### config.mk
export PLATFORM = sky130hd
export DESIGN_NAME = instr_loader
export DESIGN_NICKNAME = d
export VERILOG_FILES = /design/src/rtl/mips_pkg.sv /design/src/rtl/word_assembler.sv /design/src/rtl/instr_loader.sv
export SDC_FILE = /design/constraint.sdc
export NUM_CORES = 1
export LEC_CHECK = 0
export BUFFER_PORTS_ARGS = -buffer_cell sky130_fd_sc_hd__buf_4
export CELL_PAD_IN_SITES_DETAIL_PLACEMENT = 0
export CELL_PAD_IN_SITES_GLOBAL_PLACEMENT = 2
export CORE_MARGIN = 2
export CORE_UTILIZATION = 32
export CTS_CLUSTER_SIZE = 14
export DETAILED_ROUTE_END_ITERATION = 16
export GPL_TIMING_DRIVEN = 1
export PLACE_DENSITY_LB_ADDON = 0.1
export SLEW_MARGIN = 20
export SYNTH_ARGS = -nofsm -noshare
export SYNTH_HDL_FRONTEND = slang
export SYNTH_SLANG_ARGS = --single-unit
### constraint.sdc
create_clock -name clk -period 2.6 [get_ports clk]
set_input_delay 0.13 -clock clk [delete_from_list [all_inputs] [get_ports clk]]
set_output_delay 0.13 -clock clk [all_outputs]
set_load 0.01 [all_outputs]
### src/rtl/mips_pkg.sv
// Shared MIPS definitions: opcodes decoded by the control unit and the loader FSM encoding.
package mips_pkg;

    localparam logic [5:0] OP_RTYPE = 6'h00;
    localparam logic [5:0] OP_ADDI  = 6'h08;
    localparam logic [5:0] OP_ORI   = 6'h0D;
    localparam logic [5:0] OP_LUI   = 6'h0F;
    localparam logic [5:0] OP_ANDI  = 6'h0C;
    localparam logic [5:0] OP_BEQ   = 6'h04;
    localparam logic [5:0] OP_LW    = 6'h23;
    localparam logic [5:0] OP_SW    = 6'h2B;

    typedef enum logic [1:0] {
        ST_IDLE  = 2'd0,
        ST_RECV  = 2'd1,
        ST_WRITE = 2'd2,
        ST_DONE  = 2'd3
    } loadState_t;

    function automatic logic isSupportedOp(input logic [5:0] op);
        case (op)
            OP_RTYPE, OP_ADDI, OP_ORI, OP_LUI,
            OP_ANDI, OP_BEQ, OP_LW, OP_SW: return 1'b1;
            default:                       return 1'b0;
        endcase
    endfunction

endpackage

### src/rtl/word_assembler.sv
// Packs a big-endian byte stream into 32-bit words; the first byte of each word becomes the MSB.
module word_assembler (
    input  logic        clk,
    input  logic        reset,
    input  logic        clear,
    input  logic        byteXfer,
    input  logic [7:0]  byteIn,
    output logic        wordValid,
    output logic [31:0] word
);

    logic [1:0]  byteCnt;
    logic [23:0] shiftReg;

    always_ff @(posedge clk) begin
        if (reset || clear) begin
            byteCnt  <= 2'd0;
            shiftReg <= 24'd0;
        end else if (byteXfer) begin
            byteCnt  <= byteCnt + 2'd1;
            shiftReg <= {shiftReg[15:0], byteIn};
        end
    end

    // The fourth byte is spliced in combinationally so the word is usable in its transfer cycle.
    assign wordValid = byteXfer && (byteCnt == 2'd3) && !clear;
    assign word      = {shiftReg, byteIn};

endmodule

### src/rtl/instr_loader.sv
// Streams a program into instruction memory word by word, flags unsupported opcodes and holds the core until done.
module instr_loader
    import mips_pkg::*;
#(
    parameter int ADDR_WIDTH = 8
) (
    input  logic                  clk,
    input  logic                  reset,
    input  logic                  start,
    input  logic [ADDR_WIDTH:0]   num_words,
    input  logic [7:0]            byte_data,
    input  logic                  byte_valid,
    output logic                  byte_ready,
    output logic                  mem_we,
    output logic [ADDR_WIDTH-1:0] mem_addr,
    output logic [31:0]           mem_wdata,
    output logic                  busy,
    output logic                  done,
    output logic                  bad_op,
    output logic [ADDR_WIDTH:0]   bad_count,
    output logic                  cpu_hold,
    output loadState_t            dbgState
);

    localparam logic [ADDR_WIDTH:0] MAX_WORDS = {1'b1, {ADDR_WIDTH{1'b0}}};

    loadState_t            state;
    logic [ADDR_WIDTH:0]   wordCnt;
    logic [ADDR_WIDTH:0]   numLatched;
    logic                  byteXfer;
    logic                  wordValid;
    logic [31:0]           word;

    // A byte moves only when both sides agree in the same cycle: byte_valid && byte_ready.
    assign byteXfer = byte_valid && byte_ready;
    assign dbgState = state;

    word_assembler u_asm (
        .clk       (clk),
        .reset     (reset),
        .clear     (state == ST_IDLE),
        .byteXfer  (byteXfer),
        .byteIn    (byte_data),
        .wordValid (wordValid),
        .word      (word)
    );

    always_ff @(posedge clk) begin
        if (reset) begin
            state      <= ST_IDLE;
            byte_ready <= 1'b0;
            mem_we     <= 1'b0;
            mem_addr   <= '0;
            mem_wdata  <= '0;
            busy       <= 1'b0;
            done       <= 1'b0;
            bad_op     <= 1'b0;
            bad_count  <= '0;
            cpu_hold   <= 1'b1;
            wordCnt    <= '0;
            numLatched <= '0;
        end else begin
            case (state)
                ST_IDLE: begin
                    if (start) begin
                        numLatched <= (num_words > MAX_WORDS) ? MAX_WORDS : num_words;
                        wordCnt    <= '0;
                        bad_op     <= 1'b0;
                        bad_count  <= '0;
                        cpu_hold   <= 1'b1;
                        busy       <= 1'b1;
                        if (num_words != '0) begin
                            state      <= ST_RECV;
                            byte_ready <= 1'b1;
                        end else begin
                            state <= ST_DONE;
                            done  <= 1'b1;
                        end
                    end
                end
                ST_RECV: begin
                    if (wordValid) begin
                        state      <= ST_WRITE;
                        byte_ready <= 1'b0;
                        mem_we     <= 1'b1;
                        mem_addr   <= wordCnt[ADDR_WIDTH-1:0];
                        mem_wdata  <= word;
                    end
                end
                ST_WRITE: begin
                    mem_we  <= 1'b0;
                    wordCnt <= wordCnt + 1'b1;
                    // Unsupported words are still written; they are only counted.
                    if (!isSupportedOp(mem_wdata[31:26])) begin
                        bad_op    <= 1'b1;
                        bad_count <= bad_count + 1'b1;
                    end
                    if (wordCnt == numLatched - 1'b1) begin
                        state <= ST_DONE;
                        done  <= 1'b1;
                    end else begin
                        state      <= ST_RECV;
                        byte_ready <= 1'b1;
                    end
                end
                ST_DONE: begin
                    done     <= 1'b0;
                    cpu_hold <= 1'b0;
                    busy     <= 1'b0;
                    state    <= ST_IDLE;
                end
                default: state <= ST_IDLE;
            endcase
        end
    end

endmodule
==> impl_metrics.xml <==
<?xml version="1.0" encoding="UTF-8"?>
<metrics>
  <group name="yosys">
    <metric name="avgSynthCellArea" unit="sq um">8.09</metric>
    <metric name="synth_cell_type_count" unit="">52</metric>
    <metric name="synthArstFlopShare" unit="%">0</metric>
    <metric name="ys_dominant_reg_cell" unit="">sky130_fd_sc_hd__dfxtp_1</metric>
    <metric name="post_synthesis_cells" unit="">513</metric>
    <metric name="synth_top_area_share" unit="%">48.7</metric>
    <metric name="synth_edf_count" unit="">0</metric>
    <metric name="synth_largest_area_cell" unit="">sky130_fd_sc_hd__dfxtp_1</metric>
    <metric name="yosysSeqAreaShare" unit="%">48.7</metric>
    <metric name="ys_warn_count" unit="">0</metric>
    <metric name="netlist_top_cells_area" unit="">sky130_fd_sc_hd__dfxtp_1, sky130_fd_sc_hd__nand2_1, sky130_fd_sc_hd__a21oi_1</metric>
    <metric name="ys_ff_latch" unit="">101</metric>
    <metric name="netlist_area" unit="sq mm">0.00415</metric>
    <metric name="synth_nets" unit="">538</metric>
  </group>
  <group name="sta">
    <metric name="maxSlewHeadroom" unit="%">42.8</metric>
    <metric name="min_period" unit="ps">2060</metric>
    <metric name="min_period_over_period" unit="%">79.3</metric>
    <metric name="slew_violations" unit="">0</metric>
    <metric name="setup_tns" unit="ps">0</metric>
    <metric name="final-setup-viol-count" unit="">0</metric>
    <metric name="final_number_of_hold_violating_endpoints" unit="">0</metric>
    <metric name="rsz0062_at_grt" unit="">no</metric>
    <metric name="timing_worst_slew_pin_value" unit="ps">857</metric>
    <metric name="finalClockSkew" unit="ps">6.39</metric>
    <metric name="maxClockFrequency" unit="GHz">0.485</metric>
  </group>
  <group name="outcome">
    <metric name="status" unit="">complete, no violations</metric>
  </group>
  <group name="routing">
    <metric name="dr.pass1.iters" unit="">4</metric>
    <metric name="route.detailed.wl_per_inst" unit="um">14.2</metric>
    <metric name="avgViaCountPerCell" unit="">4.87</metric>
    <metric name="via_count" unit="">3678</metric>
    <metric name="drcViolationCount" unit="">0</metric>
    <metric name="antenna_left" unit="">0</metric>
    <metric name="dr.first_iter.drc_count" unit="">161</metric>
    <metric name="wirelength" unit="um">10800</metric>
  </group>
  <group name="layout">
    <metric name="finalNetCount" unit="">604</metric>
    <metric name="final_cell_mix" unit="">sky130_fd_sc_hd__nand2_1, sky130_fd_sc_hd__dfxtp_1, sky130_fd_sc_hd__buf_4</metric>
    <metric name="final_common_cell" unit="">sky130_fd_sc_hd__nand2_1</metric>
    <metric name="antenna_cells" unit="">0</metric>
    <metric name="area_growth" unit="%">25.4</metric>
    <metric name="final_layout_size_suffix_gt1_share" unit="%">18.5</metric>
  </group>
  <group name="global_route">
    <metric name="grt_overflow_total" unit="">0</metric>
    <metric name="first_global_vias" unit="">3589</metric>
    <metric name="grt_util_met2" unit="%">27.1</metric>
    <metric name="grt_first_pass_wirelength" unit="um">18000</metric>
    <metric name="globalRouteMet3Util" unit="%">3.10</metric>
    <metric name="globalRoute.busiestLayer" unit="">met2</metric>
    <metric name="grt_start_max_net_pins" unit="">70</metric>
    <metric name="antenna_found_initial" unit="">0</metric>
    <metric name="gr-usage-met1" unit="%">19.8</metric>
    <metric name="grt_util_all_layers" unit="%">16.0</metric>
  </group>
  <group name="die">
    <metric name="io_pins" unit="">78</metric>
    <metric name="chipWidth" unit="um">118</metric>
    <metric name="placeableCoreArea" unit="sq mm">0.0126</metric>
    <metric name="floorplan.initialDensity" unit="%">32.9</metric>
    <metric name="design.die.area" unit="sq mm">0.0139</metric>
    <metric name="floorplan.die.height" unit="um">118</metric>
    <metric name="number_of_placement_rows" unit="">41</metric>
  </group>
  <group name="place">
    <metric name="place_congestion" unit="">0.804</metric>
    <metric name="place.port_buffers" unit="">77</metric>
    <metric name="dp.final_hpwl" unit="um">7380</metric>
  </group>
  <group name="setup_path">
    <metric name="criticalPathCategory" unit="">reg -&gt; reg</metric>
    <metric name="cp_max_fo" unit="">10</metric>
    <metric name="cp.arrival" unit="ps">2330</metric>
    <metric name="r2r_setup_slack" unit="ps">540</metric>
    <metric name="worstSetupEndpointType" unit="">register</metric>
    <metric name="required_arrival_time_at_the_worst_endpoint" unit="ps">2870</metric>
    <metric name="critical_path.startpoint_type" unit="">register</metric>
  </group>
  <group name="clocking">
    <metric name="clk_transition_reported_paths" unit="ps">70</metric>
    <metric name="cts.htree.levels" unit="">3</metric>
    <metric name="tritoncts_num_sinks" unit="">101</metric>
    <metric name="ctsRootBufferMaster" unit="">sky130_fd_sc_hd__clkbuf_16</metric>
    <metric name="clock_tree_from_tritoncts" unit="">yes</metric>
    <metric name="cts-root-to-sink-buffers" unit="">2</metric>
    <metric name="clock_latency" unit="ps">340</metric>
    <metric name="cts_buffers" unit="">9</metric>
  </group>
  <group name="run">
    <metric name="timing.max_cap.violations" unit="">0</metric>
  </group>
  <group name="hold_path">
    <metric name="hold_path_class" unit="">in -&gt; reg</metric>
  </group>
  <group name="pwr">
    <metric name="peakVddDrop" unit="V">0.000350</metric>
    <metric name="p_per_area" unit="mW/mm^2">598</metric>
    <metric name="p_total" unit="uW">3110</metric>
    <metric name="power_leakage" unit="uW">0.00189</metric>
  </group>
</metrics>
[logic make-up (layout without fill, tap and decap cells)]
family          count (synthesis)  in the layout  share of synthesized area (%)
xor+xnor                       15             15                           3.50
compound gates                116            116                           16.2
fa+ha+maj                       4              4                           1.21
mux                             5              5                           1.36
buf+inv                        35            106                           3.71
flops                         101            101                           48.7
simple gates                  237            237                           25.2
[final timing paths]
check | start | end | depth (start not counted)
setup / recovery | dbgState[1] | bad_count[8] | 5
hold / removal | num_words[6] | numLatched[6] | 2
setup reg to reg | dbgState[1] | bad_count[8] | 5
hold reg to reg | u_asm.shiftReg[18] | mem_wdata[26] | 2
[cell usage after synthesis, types with 2 or more instances]
master	instances
sky130_fd_sc_hd__nand4b_1	3
sky130_fd_sc_hd__o22ai_1	3
sky130_fd_sc_hd__nand2b_1	2
sky130_fd_sc_hd__o21ai_0	6
sky130_fd_sc_hd__and3_1	4
sky130_fd_sc_hd__o2bb2ai_1	2
sky130_fd_sc_hd__clkbuf_1	24
sky130_fd_sc_hd__buf_1	2
sky130_fd_sc_hd__dfxtp_1	101
sky130_fd_sc_hd__buf_2	2
sky130_fd_sc_hd__a311o_1	2
sky130_fd_sc_hd__clkbuf_8	2
sky130_fd_sc_hd__o21ai_1	2
sky130_fd_sc_hd__nand2_1	145
sky130_fd_sc_hd__ha_1	4
sky130_fd_sc_hd__mux2_2	5
sky130_fd_sc_hd__xor2_1	5
sky130_fd_sc_hd__inv_1	3
sky130_fd_sc_hd__nand4_1	2
sky130_fd_sc_hd__nor3_1	8
sky130_fd_sc_hd__nor4_1	4
sky130_fd_sc_hd__xnor2_1	9
sky130_fd_sc_hd__nor3b_1	6
sky130_fd_sc_hd__a21oi_1	79
sky130_fd_sc_hd__a22o_1	4
sky130_fd_sc_hd__nor2_1	32
sky130_fd_sc_hd__a31oi_1	3
sky130_fd_sc_hd__or3_1	5
sky130_fd_sc_hd__nand3_1	19
sky130_fd_sc_hd__a21o_1	3
[registers in the layout (all words and copies together) (netlist names)]
signal / cells
done: 1
u_asm.shiftReg: 24
busy: 1
mem_addr: 8
numLatched: 9
bad_op: 1
mem_we: 1
byte_ready: 1
mem_wdata: 32
wordCnt: 9
u_asm.byteCnt: 2
bad_count: 9
dbgState: 2
cpu_hold: 1
[power by group]
part           leakage [uW]  total, uW  switching (uW)  internal (uW)
registers          0.000815       1580            17.7           1560
logic              0.000933        183             106           76.7
clock network      0.000144       1350             573            776
[worst max-delay path, cell delays in order (launching register included)]
cell	delay, ps
sky130_fd_sc_hd__dfxtp_1	630
sky130_fd_sc_hd__inv_2	170
sky130_fd_sc_hd__nor2_1	380
sky130_fd_sc_hd__nand2b_1	260
sky130_fd_sc_hd__or3_1	390
sky130_fd_sc_hd__a31oi_1	150
[stage by stage]
step                instance area, sq um  worst slack (ps)  cells  utilization [%]  hold WS (ps)
floorplan                           4150               769    513                -           239
global placement                    4860               571    736             38.5           358
detailed placement                  4860               548    736             38.5           355
CTS                                 5190               551    756             41.1          4.24
global route                        5200               322    756             41.2          4.51
finish                              5200               538    756             41.2          21.4
[routing by layer]
metal,vias up,part of all wire [%],wire length [um]
li1,1891,-,-
met2,58,48,5180
met3,13,3.3,356
met4,0,2.1,230
met5,-,0,0
met1,1716,46,4980
[area by class of cell]
| type | count | area [sq um] |
|---|---|---|
| clock buffer | 13 | 250 |
| clock inverter | 3 | 43.8 |
| fill | 1338 | 7420 |
| inverter | 5 | 18.8 |
| multi-input combinational | 377 | 1990 |
| sequential | 101 | 2020 |
| tap | 172 | 215 |
| timing repair buffer | 85 | 661 |
[what timing repair did]
action	CTS	global route
buffers inserted	0	0
resized for setup	0	0
hold buffers	4	0
hold endpoints to repair	4	0
(Power assumes the default switching activity.)
